## config.mk

```make
export PLATFORM = sky130hd
export DESIGN_NAME = tube_collide_score
export DESIGN_NICKNAME = d
export VERILOG_FILES = /design/src/rtl/game_pkg.sv /design/src/rtl/bcd3_counter.sv /design/src/rtl/tube_collide_score.sv
export SDC_FILE = /design/constraint.sdc
export NUM_CORES = 1
export LEC_CHECK = 0
export ABC_AREA = 1
export CAP_MARGIN = 20
export CORE_AREA = 2 2 125 91
export CTS_BUF_LIST = sky130_fd_sc_hd__clkbuf_8
export CTS_CLUSTER_DIAMETER = 150
export DETAILED_ROUTE_END_ITERATION = 10
export DIE_AREA = 0 0 127 93
export GPL_TIMING_DRIVEN = 0
export PLACE_DENSITY_LB_ADDON = 0.2
export SYNTH_ARGS = -nofsm -noshare
export SYNTH_HDL_FRONTEND = slang
export SYNTH_SLANG_ARGS = --single-unit
```

## constraint.sdc

```tcl
create_clock -name clk -period 2.35 [get_ports clk]
set_clock_uncertainty 0.15 [all_clocks]
set_input_delay 0.47 -clock clk [delete_from_list [all_inputs] [get_ports clk]]
set_output_delay 0.47 -clock clk [all_outputs]
set_load 0.02 [all_outputs]
```

## src/rtl/game_pkg.sv

```systemverilog
// Shared game-level definitions: FSM state encodings and screen/bird geometry
// used by the collision/score stage and the display logic.
package game_pkg;

    typedef enum logic [1:0] {
        ST_IDLE = 2'd0,
        ST_PLAY = 2'd1,
        ST_HIT  = 2'd2,
        ST_OVER = 2'd3
    } game_state_e;

    localparam int BIRD_X      = 200;
    localparam int BIRD_W      = 34;
    localparam int BIRD_H      = 24;
    localparam int SCREEN_H    = 480;
    localparam int SCREEN_WRAP = 849;

endpackage

```

## src/rtl/bcd3_counter.sv

```systemverilog
// Three-digit BCD up-counter with synchronous clear; saturates at 999.
module bcd3_counter (
    input  logic        clk,
    input  logic        rst,
    input  logic        clr,
    input  logic        inc,
    output logic [11:0] bcd
);

    logic [11:0] r_bcd;
    logic [11:0] w_bcd_inc;

    // NOTE: every output of a combinational block gets a default first, so no path leaves it unassigned and no latch is inferred.
    always_comb begin
        w_bcd_inc = r_bcd;
        if (r_bcd[3:0] != 4'd9) begin
            w_bcd_inc[3:0] = r_bcd[3:0] + 4'd1;
        end else if (r_bcd[7:4] != 4'd9) begin
            w_bcd_inc[3:0] = 4'd0;
            w_bcd_inc[7:4] = r_bcd[7:4] + 4'd1;
        end else if (r_bcd[11:8] != 4'd9) begin
            w_bcd_inc[7:0]  = 8'h00;
            w_bcd_inc[11:8] = r_bcd[11:8] + 4'd1;
        end
    end

    // NOTE: clocked state uses non-blocking assignments so every register samples pre-edge values.
    always_ff @(posedge clk or posedge rst) begin
        if (rst) begin
            r_bcd <= 12'h000;
        end else if (clr) begin
            r_bcd <= 12'h000;
        end else if (inc) begin
            r_bcd <= w_bcd_inc;
        end
    end

    assign bcd = r_bcd;

endmodule

```

## src/rtl/tube_collide_score.sv

```systemverilog
// Bird/tube and bird/ground collision detection, tube-pass scoring with a best
// score, and the IDLE/PLAY/HIT/OVER game FSM.
module tube_collide_score
    import game_pkg::*;
#(
    parameter int BIRD_X   = game_pkg::BIRD_X,
    parameter int BIRD_W   = game_pkg::BIRD_W,
    parameter int BIRD_H   = game_pkg::BIRD_H,
    parameter int SCREEN_H = game_pkg::SCREEN_H,
    parameter int HIT_HOLD = 4
) (
    input  logic        clk,
    input  logic        rst,
    input  logic        start,
    input  logic [9:0]  bird_v,
    input  logic [9:0]  lo_h,
    input  logic [9:0]  lo_v,
    input  logic [9:0]  lo_height,
    input  logic [9:0]  lo_width,
    input  logic [9:0]  up_h,
    input  logic [9:0]  up_v,
    input  logic [9:0]  up_height,
    input  logic [9:0]  up_width,
    output logic [1:0]  game_state,
    output logic        hit,
    output logic [11:0] score_bcd,
    output logic [11:0] best_bcd
);

    localparam int HW = (HIT_HOLD > 1) ? $clog2(HIT_HOLD) : 1;
    localparam logic [HW-1:0] HOLD_INIT = HW'(HIT_HOLD - 1);
    localparam logic [10:0] C_BX  = 11'(BIRD_X);
    localparam logic [10:0] C_BXR = 11'(BIRD_X + BIRD_W);
    localparam logic [10:0] C_BH  = 11'(BIRD_H);
    localparam logic [10:0] C_SH  = 11'(SCREEN_H);

    function automatic logic overlap(input logic [10:0] th, tv, tht, tw, by);
        return (th < C_BXR) && ((th + tw) > C_BX) &&
               (tv < (by + C_BH)) && ((tv + tht) > by);
    endfunction

    game_state_e   r_state, w_state_next;
    logic [HW-1:0] r_hold, w_hold_next;
    logic          r_hit, w_hit_next;
    logic [10:0]   r_prev_right;
    logic [11:0]   r_best;

    logic [10:0] w_bird_v, w_lo_right;
    logic        w_collide, w_pass, w_clr, w_inc, w_best_wr;

    assign w_bird_v   = {1'b0, bird_v};
    assign w_lo_right = {1'b0, lo_h} + {1'b0, lo_width};

    assign w_collide = overlap({1'b0, lo_h}, {1'b0, lo_v}, {1'b0, lo_height}, {1'b0, lo_width}, w_bird_v)
                     | overlap({1'b0, up_h}, {1'b0, up_v}, {1'b0, up_height}, {1'b0, up_width}, w_bird_v)
                     | ((w_bird_v + C_BH) >= C_SH);

    // The 0->849 wrap raises the right edge, so only a downward crossing of BIRD_X counts.
    assign w_pass = (r_prev_right >= C_BX) && (w_lo_right < C_BX);

    always_comb begin
        w_state_next = r_state;
        w_hold_next  = r_hold;
        w_hit_next   = 1'b0;
        w_clr        = 1'b0;
        w_inc        = 1'b0;
        w_best_wr    = 1'b0;
        case (r_state)
            ST_IDLE: begin
                if (start) begin
                    w_state_next = ST_PLAY;
                    w_clr        = 1'b1;
                end
            end
            ST_PLAY: begin
                if (w_collide) begin
                    w_state_next = ST_HIT;
                    w_hold_next  = HOLD_INIT;
                    w_hit_next   = 1'b1;
                    // Valid BCD orders the same as binary, hundreds digit most significant.
                    w_best_wr    = (score_bcd > r_best);
                end else begin
                    w_inc = w_pass;
                end
            end
            ST_HIT: begin
                if (r_hold == '0) begin
                    w_state_next = ST_OVER;
                end else begin
                    w_hold_next = r_hold - HW'(1);
                end
            end
            ST_OVER: begin
                if (start) begin
                    w_state_next = ST_IDLE;
                end
            end
            default: w_state_next = ST_IDLE;
        endcase
    end

    always_ff @(posedge clk or posedge rst) begin
        if (rst) begin
            r_state      <= ST_IDLE;
            r_hold       <= '0;
            r_hit        <= 1'b0;
            r_prev_right <= '0;
            r_best       <= 12'h000;
        end else begin
            r_state      <= w_state_next;
            r_hold       <= w_hold_next;
            r_hit        <= w_hit_next;
            r_prev_right <= w_lo_right;
            if (w_best_wr) begin
                r_best <= score_bcd;
            end
        end
    end

    bcd3_counter u_score (
        .clk (clk),
        .rst (rst),
        .clr (w_clr),
        .inc (w_inc),
        .bcd (score_bcd)
    );

    assign game_state = r_state;
    assign hit        = r_hit;
    assign best_bcd   = r_best;

endmodule

```

Word-level counts from Yosys, hierarchy flattened:

Cells that the tools add are included.

* bits in registers: 40
* latch bits: 0
* bits in writable memories: 0
* bits in read-only memories: 0
* bits of input ports: 93
* output and inout port bits: 27
* memories kept: 0

* add/sub/neg operators: 9
* multipliers: 0
* div/mod/pow operators: 0
* order comparisons: 12
* eq/ne operators: 13
* shift-type cells: 0
* muxes and demuxes: 23
* bitwise operators: 2
* reduce and logical (&&, ||, !) cells: 19

Operators with widths (count)
* $add A10 B10 Y11: 4
* $mux W12: 3
* $gt A11 B10 Y1: 2
* $gt A11 B8 Y1 const B: 2
* $lt A10 B11 Y1: 2
* $lt A10 B8 Y1 const B: 2
* $mux W8: 2
* $add A4 B1 Y4 const B: 3
* $gt A12 B12 Y1: 1
* $mux W2: 6
* $ne A4 B4 Y1 const B: 3
* $add A10 B5 Y11 const B: 1
* $ge A11 B8 Y1 const B: 1
* $ge A11 B9 Y1 const B: 1
* $lt A11 B8 Y1 const B: 1
* $ne A2 B2 Y1 const B: 5
* $mux W1: 8
* $mux W4: 2
* $pmux W2 S4: 1
* $reduce_and A4 Y1: 2
* $logic_and A1 B1 Y1: 7
* $reduce_and A3 Y1: 2
* $reduce_bool A2 Y1: 3
* $eq A2 B2 Y1 const B: 2
* other kinds (9): 12

Longest topological paths before layout:

Gate-level depths: netlist of the first run.

* word-level depth: 11
* depth in mapped cells: 24
* depth with buffers taken out: 24

Hierarchy:

From an unflattened synthesis of the first run, not the netlist that was laid out.

* cell total of the unflattened synthesis: 801
* area, all modules: 5449.0 um^2

Modules (own cells, without submodules)
* tube_collide_score: times used 1, cells an instance 686, area each 4626.9 um^2
* bcd3_counter: times used 1, cells an instance 115, area each 822.0 um^2

Worst setup path before layout of the first run:

Ideal clock, no wire load.

* kind: input port to flip-flop
* start point: in lo_v[2]
* end point: reg r_best[3] (netlist: best_bcd[3])
* data arrival time: 3.168 ns
* required time: 2.081 ns
* setup slack: -1.086 ns
* stages: 22
* path buffers: 1
* cells stage by stage: ha_1 -> a21oi_1 -> nand2_1 -> a21oi_1 -> inv_1 -> a21oi_1 -> o21ai_0 -> a21o_1 -> a21oi_1 -> xnor2_1 -> ha_1 -> nand2_1 -> nor2_1 -> nand3_1 -> nand2_1 -> a21oi_1 -> nand3_2 -> a21oi_4 -> nand2_4 -> buf_6 -> nor2_4 -> a21oi_2

* cells in the longest elaborated chain, start to end: 7
* elaborated cells on any way between the ends: 9

RTL lines
* start: declaration: line tube_collide_score.sv:17 `input logic [9:0] lo_v,`
* $add A10 B10 Y11 / $lt A10 B11 Y1 (equally long branches): line tube_collide_score.sv:39 `(tv < (by + C_BH)) && ((tv + tht) > by);`
* $gt A11 B10 Y1 / $logic_and A1 B1 Y1 (equally long branches): line tube_collide_score.sv:39, tube_collide_score.sv:38
* $logic_and A1 B1 Y1 (*): line tube_collide_score.sv:39
* $or A1 B1 Y1 (*): line tube_collide_score.sv:55 `| overlap({1'b0, up_h}, {1'b0, up_v}, {1'b0, up_height}, {1'b0, up_width}, w_bird_v)`
* $or A1 B1 Y1 (*): line tube_collide_score.sv:56 `| ((w_bird_v + C_BH) >= C_SH);`
* $mux W1 (*): line tube_collide_score.sv:76 `if (w_collide) begin`
* $mux W1 (*): line tube_collide_score.sv:68 `case (r_state)`
* end signal: assignment: line tube_collide_score.sv:115 `r_best <= score_bcd;`
* end: declaration: line tube_collide_score.sv:46 `logic [11:0] r_best;`

Every way passes the cells marked *; elsewhere a longest branch is shown, timed or not.
A chain may end at the register's enable or synchronous reset.

Worst setup path after layout of the first run:

* start point: in lo_v[0]
* end point: reg r_best[8] (netlist: best_bcd[8])

The elaborated chain is that of the path after synthesis.

==> impl_metrics.toml, run 1 <==
[place]
port_buffers = 119
dp_cells = 994
dp_hpwl_um = 11200
pre_cts_slack_ps = -1760
place_congestion = 0.855

[run]
drv_cap = 0

[power]
p_sw_share_pct = 45.3
power.density_nw_per_um2 = 503
clkPwrFrac_pct = 12.7
seqPwrFrac_pct = 23.7
switchingPower_uw = 1760
leakagePower_uw = 0.00379
p_int_uw = 2120
combPwrFrac_pct = 63.6
p_total_uw = 3880
ir_drop_uv = 290

[floorplanning]
start_util_pct = 48.9
die_h_um = 93
fp.dieW_um = 127
core_um2 = 10700
rows = 32
ios = 120
die_area_um2 = 11800

[routing]
via_count = 5610
drc_errors = 0
wl_per_cell_um = 14.7
first_iter_violations = 317
wirelength_um = 15400
dr.pass1.iters = 5
vias_per_cell = 5.36
ant_nets = 0

[layout]
antenna-diode-count = 0
layout-drive-gt1-share_pct = 23.6
fin_util_pct = 72.4
nFillCells = 792
fin_cells = 1047
nets = 1110
syn2layout_area_growth_pct = 48.1

[sta]
relSlewSlack_pct = 66.4
min_period_ps = 3510
setup_tns_ps = -32020
final-hold-violation-count = 0
clock.fmax_ghz = 0.285
setup_ws_ps = -1160
setup_violations = 29
final-max-slew-violation-count = 0
tightest_slew_ps = 504
period_share_pct = 149
rsz0062_at_grt = "true"

[status]
violations = "setup timing"
status = "finished with violations"

[logic_synthesis]
synth_ff_type = "dfrtp_1"
post-synth-top-area-cell = "ha_1"
syn_area_per_cell_um2 = 7.06
netlist_area_um2 = 5200
yosysWarnings = 0
synth.most_common_cell = "nand2_1"
ys_ff_latch = 37
yosysTopAreaCellShare_pct = 24.8
synth_edf_count = 0
async_flop_share_pct = 100
synth_commonest_cells = "nand2_1, inv_1, ha_1"
synth_seq_area_share_pct = 17.8
post_synth_main_area_contributors = "ha_1, dfrtp_1, nand2_1"
synth_nets = 937
syn_inst = 737
yosysUniqueCellTypes = 40

[setup_path]
cp.required_ps = 2380
cp-start-kind = "input pin"
crit_type = "input pin to register"
rr_worst_depth = 11
cp-startpoint = "lo_v[0]"
cp.arrival_ps = 3540
cp_max_fo = 5
rr_startpoint = "u_score.bcd[3]"
end_kind = "register"

[global_routing]
grt_pass1_wl_um = 24800
grt_usage_pct = 25.4
grt.overflow.total = 0
grt_pass1_vias = 5472
antenna_found_initial = 0
grt_max_degree = 16

[cts]
h-tree-depth = 2
clockBufferDepth = 2
clkLatencyLatePin_ps = 290
clockRootBuffer = "clkbuf_8"
clkTransAtPathRegs_ps = 70
tritoncts = "done"
clock_sinks = 37
cts_hold_buffers = 0
cts_buffers = 5

[min_path]
hp-class = "input pin to asynchronous set/reset pin"
-- power groups by stage --
stage | logic (µW) | clock network, µW | registers [µW]
finish | 2470 | 491 | 920
global route | 2730 | 530 | 942
CTS | 2250 | 503 | 907
detailed placement | 2020 | 0 | 905
global placement | 1920 | 0 | 893
floorplan | 1280 | 0 | 964
-- per-stage QoR --
stage | hold WS, ps | area, µm²
CTS | 372 | 7520
global placement | 346 | 6640
floorplan | 334 | 5280
detailed placement | 350 | 6680
finish | 359 | 7710
global route | 403 | 7710
-- flip-flops by register name (all words and copies together), names as in the netlist --
signal and flops:
best_bcd 12, u_score.bcd 12, r_prev_right 8, game_state 2
r_hold 2, hit 1
-- worst paths after layout --
kind                               end  slack [ps]
max in group asynchronous  best_bcd[4]        1080
min reg2reg                best_bcd[2]         380
max reg2reg                best_bcd[8]          60
min in group clk           best_bcd[2]         380
max                        best_bcd[8]       -1160
min                          r_hold[1]         360
-- timing repair --
item                                    in CTS  in global routing
pin swaps                                   70                 45
endpoints found under the setup margin      29                 29
buffers inserted                            36                  8
resized for setup                          161                 38
cloned                                       1                  0
-- cells by family after synthesis --
kind of cell	count (synthesis)	synth area share, %
AND/OR/NAND/NOR	340	29.1
AO/OA/AOI/OAI	116	14.2
buffers and inverters	113	8.51
adder cells (fa/ha/maj)	107	26.3
flip-flops	37	17.8
XOR/XNOR	24	4.04
-- cell type report --
class | instances | area [µm²] | area share [%]
multi-input cells | 587 | 4470 | 58.0
repair buffers | 166 | 1590 | 20.6
flip-flops and latches | 37 | 926 | 12.0
inverters | 111 | 417 | 5.41
well taps | 136 | 170 | 2.21
clock buffers | 7 | 96.3 | 1.25
plain buffers | 2 | 35.0 | 0.455
clock inverters | 1 | 5.00 | 0.0649
-- worst max-delay path, cell delays in order --
cell,delay (ps)
buf_6,100
ha_4,170
fa_2,390
buf_6,140
buf_4,120
xor2_1,170
ha_1,300
nand2_1,60
inv_1,90
nand2_1,60
nand2_1,60
nand2_1,70
nand2_1,90
nand2_1,60
nand2_1,60
nand2_1,50
nand2_1,50
nand2_1,60
a21oi_2,140
nand3_2,130
a21oi_4,260
nand2_4,150
buf_6,170
nor2_4,80
a21oi_2,40
-- layout by cell type, fill, tap and decap left out, drive strengths merged, types with 2 or more instances in the layout --
| cell type | instances |
|---|---|
| o21ai | 33 |
| or2 | 6 |
| nand3b | 5 |
| nor3 | 13 |
| o211ai | 4 |
| xor2 | 14 |
| buf | 59 |
| o21bai | 2 |
| xnor2 | 10 |
| a21o | 4 |
| a21oi | 64 |
| inv | 111 |
| nand4 | 14 |
| clkbuf | 11 |
| dlygate4sd2 | 14 |
| nor2 | 52 |
| dfrtp | 37 |
| fa | 4 |
| clkdlybuf4s50 | 89 |
| ha | 103 |
| nand3 | 47 |
| clkdlybuf4s15 | 2 |
| o21a | 3 |
| nand2 | 202 |
-- per-layer routing --
metal / global-route usage [%] / vias to the layer above / wire length, µm
li1: - / 2793 / -
met1: 32.0 / 2611 / 6740
met2: 45.9 / 179 / 7630
met3: 3.83 / 27 / 742
met4: 6.23 / 0 / 284
met5: 0 / - / 0
Note: power is estimated with default switching activity, not from simulation.
==> inputs of run 2 (changes only) <==
--- a/config.mk
+++ b/config.mk
@@ -7,11 +7,11 @@
 export LEC_CHECK = 0
 export ABC_AREA = 1
 export CAP_MARGIN = 20
-export CORE_AREA = 2 2 125 91
+export CORE_AREA = 2 2 76 150
 export CTS_BUF_LIST = sky130_fd_sc_hd__clkbuf_8
 export CTS_CLUSTER_DIAMETER = 150
 export DETAILED_ROUTE_END_ITERATION = 10
-export DIE_AREA = 0 0 127 93
+export DIE_AREA = 0 0 78 152
 export GPL_TIMING_DRIVEN = 0
 export PLACE_DENSITY_LB_ADDON = 0.2
 export SYNTH_ARGS = -nofsm -noshare
==> impl_metrics.toml, run 2 (synthesis results as in run 1) <==
[global_routing]
grt_max_degree = 38
grt.overflow.total = 0
grt_usage_pct = 24.9
antenna_found_initial = 0
grt_pass1_vias = 5754
grt_pass1_wl_um = 24300

[floorplanning]
core_um2 = 10800
die_h_um = 152
rows = 54
die_area_um2 = 11900
start_util_pct = 48.1
ios = 120
fp.dieW_um = 78

[cts]
tritoncts = "done"
clock_sinks = 37
cts_buffers = 5
h-tree-depth = 2
clkTransAtPathRegs_ps = 70
clockBufferDepth = 2
clockRootBuffer = "clkbuf_8"
clkLatencyLatePin_ps = 300

[sta]
setup_ws_ps = -1150
min_period_ps = 3500
setup_tns_ps = -30680
setup_violations = 29
final-max-slew-violation-count = 0
tightest_slew_ps = 776
clock.fmax_ghz = 0.286
final-hold-violation-count = 0
period_share_pct = 149
rsz0062_at_grt = "true"
relSlewSlack_pct = 48.2
whs_ps = 381

[setup_path]
cp.arrival_ps = 3540
crit_path_top_delay_cell = "ha_1"
end_kind = "register"
crit_type = "input pin to register"
crit_path_frequent_cell = "nand2_1"
rr_worst_depth = 10
cp_max_fo = 6
cpPeakStageDelay_ps = 300
cp.required_ps = 2380
cp-start-kind = "input pin"

[min_path]
hp-class = "register to register"
hold_depth = 2

[routing]
drc_errors = 0
vias_per_cell = 5.37
wl_per_cell_um = 14.6
via_count = 5583
ant_nets = 0
wirelength_um = 15100
first_iter_violations = 189
dr.pass1.iters = 4

[layout]
layout-drive-gt1-share_pct = 22.9
antenna-diode-count = 0
layout_commonest_cell = "nand2_1"
final_cell_mix = "nand2_1, inv_1, clkdlybuf4s50_1, ha_1, nand3_1"
nets = 1099
syn2layout_area_growth_pct = 45.4

[status]
status = "finished with violations"
violations = "setup timing"

[power]
ir_drop_uv = 394
leakagePower_uw = 0.00375
power.density_nw_per_um2 = 526

[run]
drv_cap = 0

[place]
port_buffers = 119
dp_hpwl_um = 11700
place_congestion = 0.907
run 2: cell types whose count changed in the layout (fill, tap and decap cells not counted), moves of 3 or more:
cell and change:
nor2_1 +4, nand2_1 -4, buf_6 -4, nand2_2 +5
ha_1 +4, nor2_4 -6, a21oi_4 +3, inv_2 +3
ha_4 -3, inv_1 -3, buf_2 +4, buf_4 -7
run 2: report_power, final:
group	internal, µW	total (µW)	switching [µW]
clock	427	677	250
sequential	751	911	160
combinational	1060	2390	1330
run 2: metal layers:
| metal | global-route usage (%) | part of all wire [%] | vias to the layer above |
|---|---|---|---|
| met5 | 0 | 0 | - |
| met4 | 14.9 | 5.2 | 0 |
| met2 | 52.1 | 60 | 166 |
| li1 | - | - | 2770 |
| met1 | 21.3 | 32 | 2586 |
| met3 | 1.84 | 2.5 | 61 |
run 2: layout make-up:
class                      count  area (µm²)
clock buffer                   5        68.8
inverter                     111         417
fill                         877        3250
clock inverter                 3        68.8
buffer                         2        40.0
timing repair buffer         155        1440
tap                          140         175
multi-input combinational    587        4430
sequential                    37         926
run 2: worst max-delay path, delay by kind of cell:
kind | cells | cell delay, ps
adders and majority gates | 2 | 550
and+or+nand+nor | 14 | 1460
AOI/OAI and AO/OA | 5 | 600
xor gates and xnor gates | 1 | 140
buffers and inverters | 3 | 300
run 2: through the flow:
step	instances	power (µW)	worst slack, ps	utilization, %	cell area [µm²]
after floorplan	737	2250	-854	-	5280
after global placement	996	2830	-1690	61.5	6650
after detailed placement	996	2920	-1730	61.5	6650
after CTS	1033	3800	-1020	68.1	7360
after global routing	1040	4290	-1280	70.0	7560
final	1040	3980	-1150	70.0	7560
run 2: worst paths after layout:
| path | slack, ps | startpoint | to |
|---|---|---|---|
| max in group asynchronous | 1070 | rst | u_score.bcd[1] |
| setup reg to reg | -80 | game_state[0] | u_score.bcd[7] |
| hold reg to reg | 380 | r_hold[1] | r_hold[1] |
| hold / removal | 380 | r_hold[1] | r_hold[1] |
| min in group asynchronous | 470 | rst | best_bcd[4] |
| setup / recovery | -1150 | up_v[2] | u_score.bcd[10] |
run 2: what timing repair did:
item                                    CTS  global route
hold buffers                              0             0
endpoints found under the setup margin   29            29
pin swaps                                63            50
gates resized for setup                 149            48
setup buffers                            28            10
gates cloned                              1             0
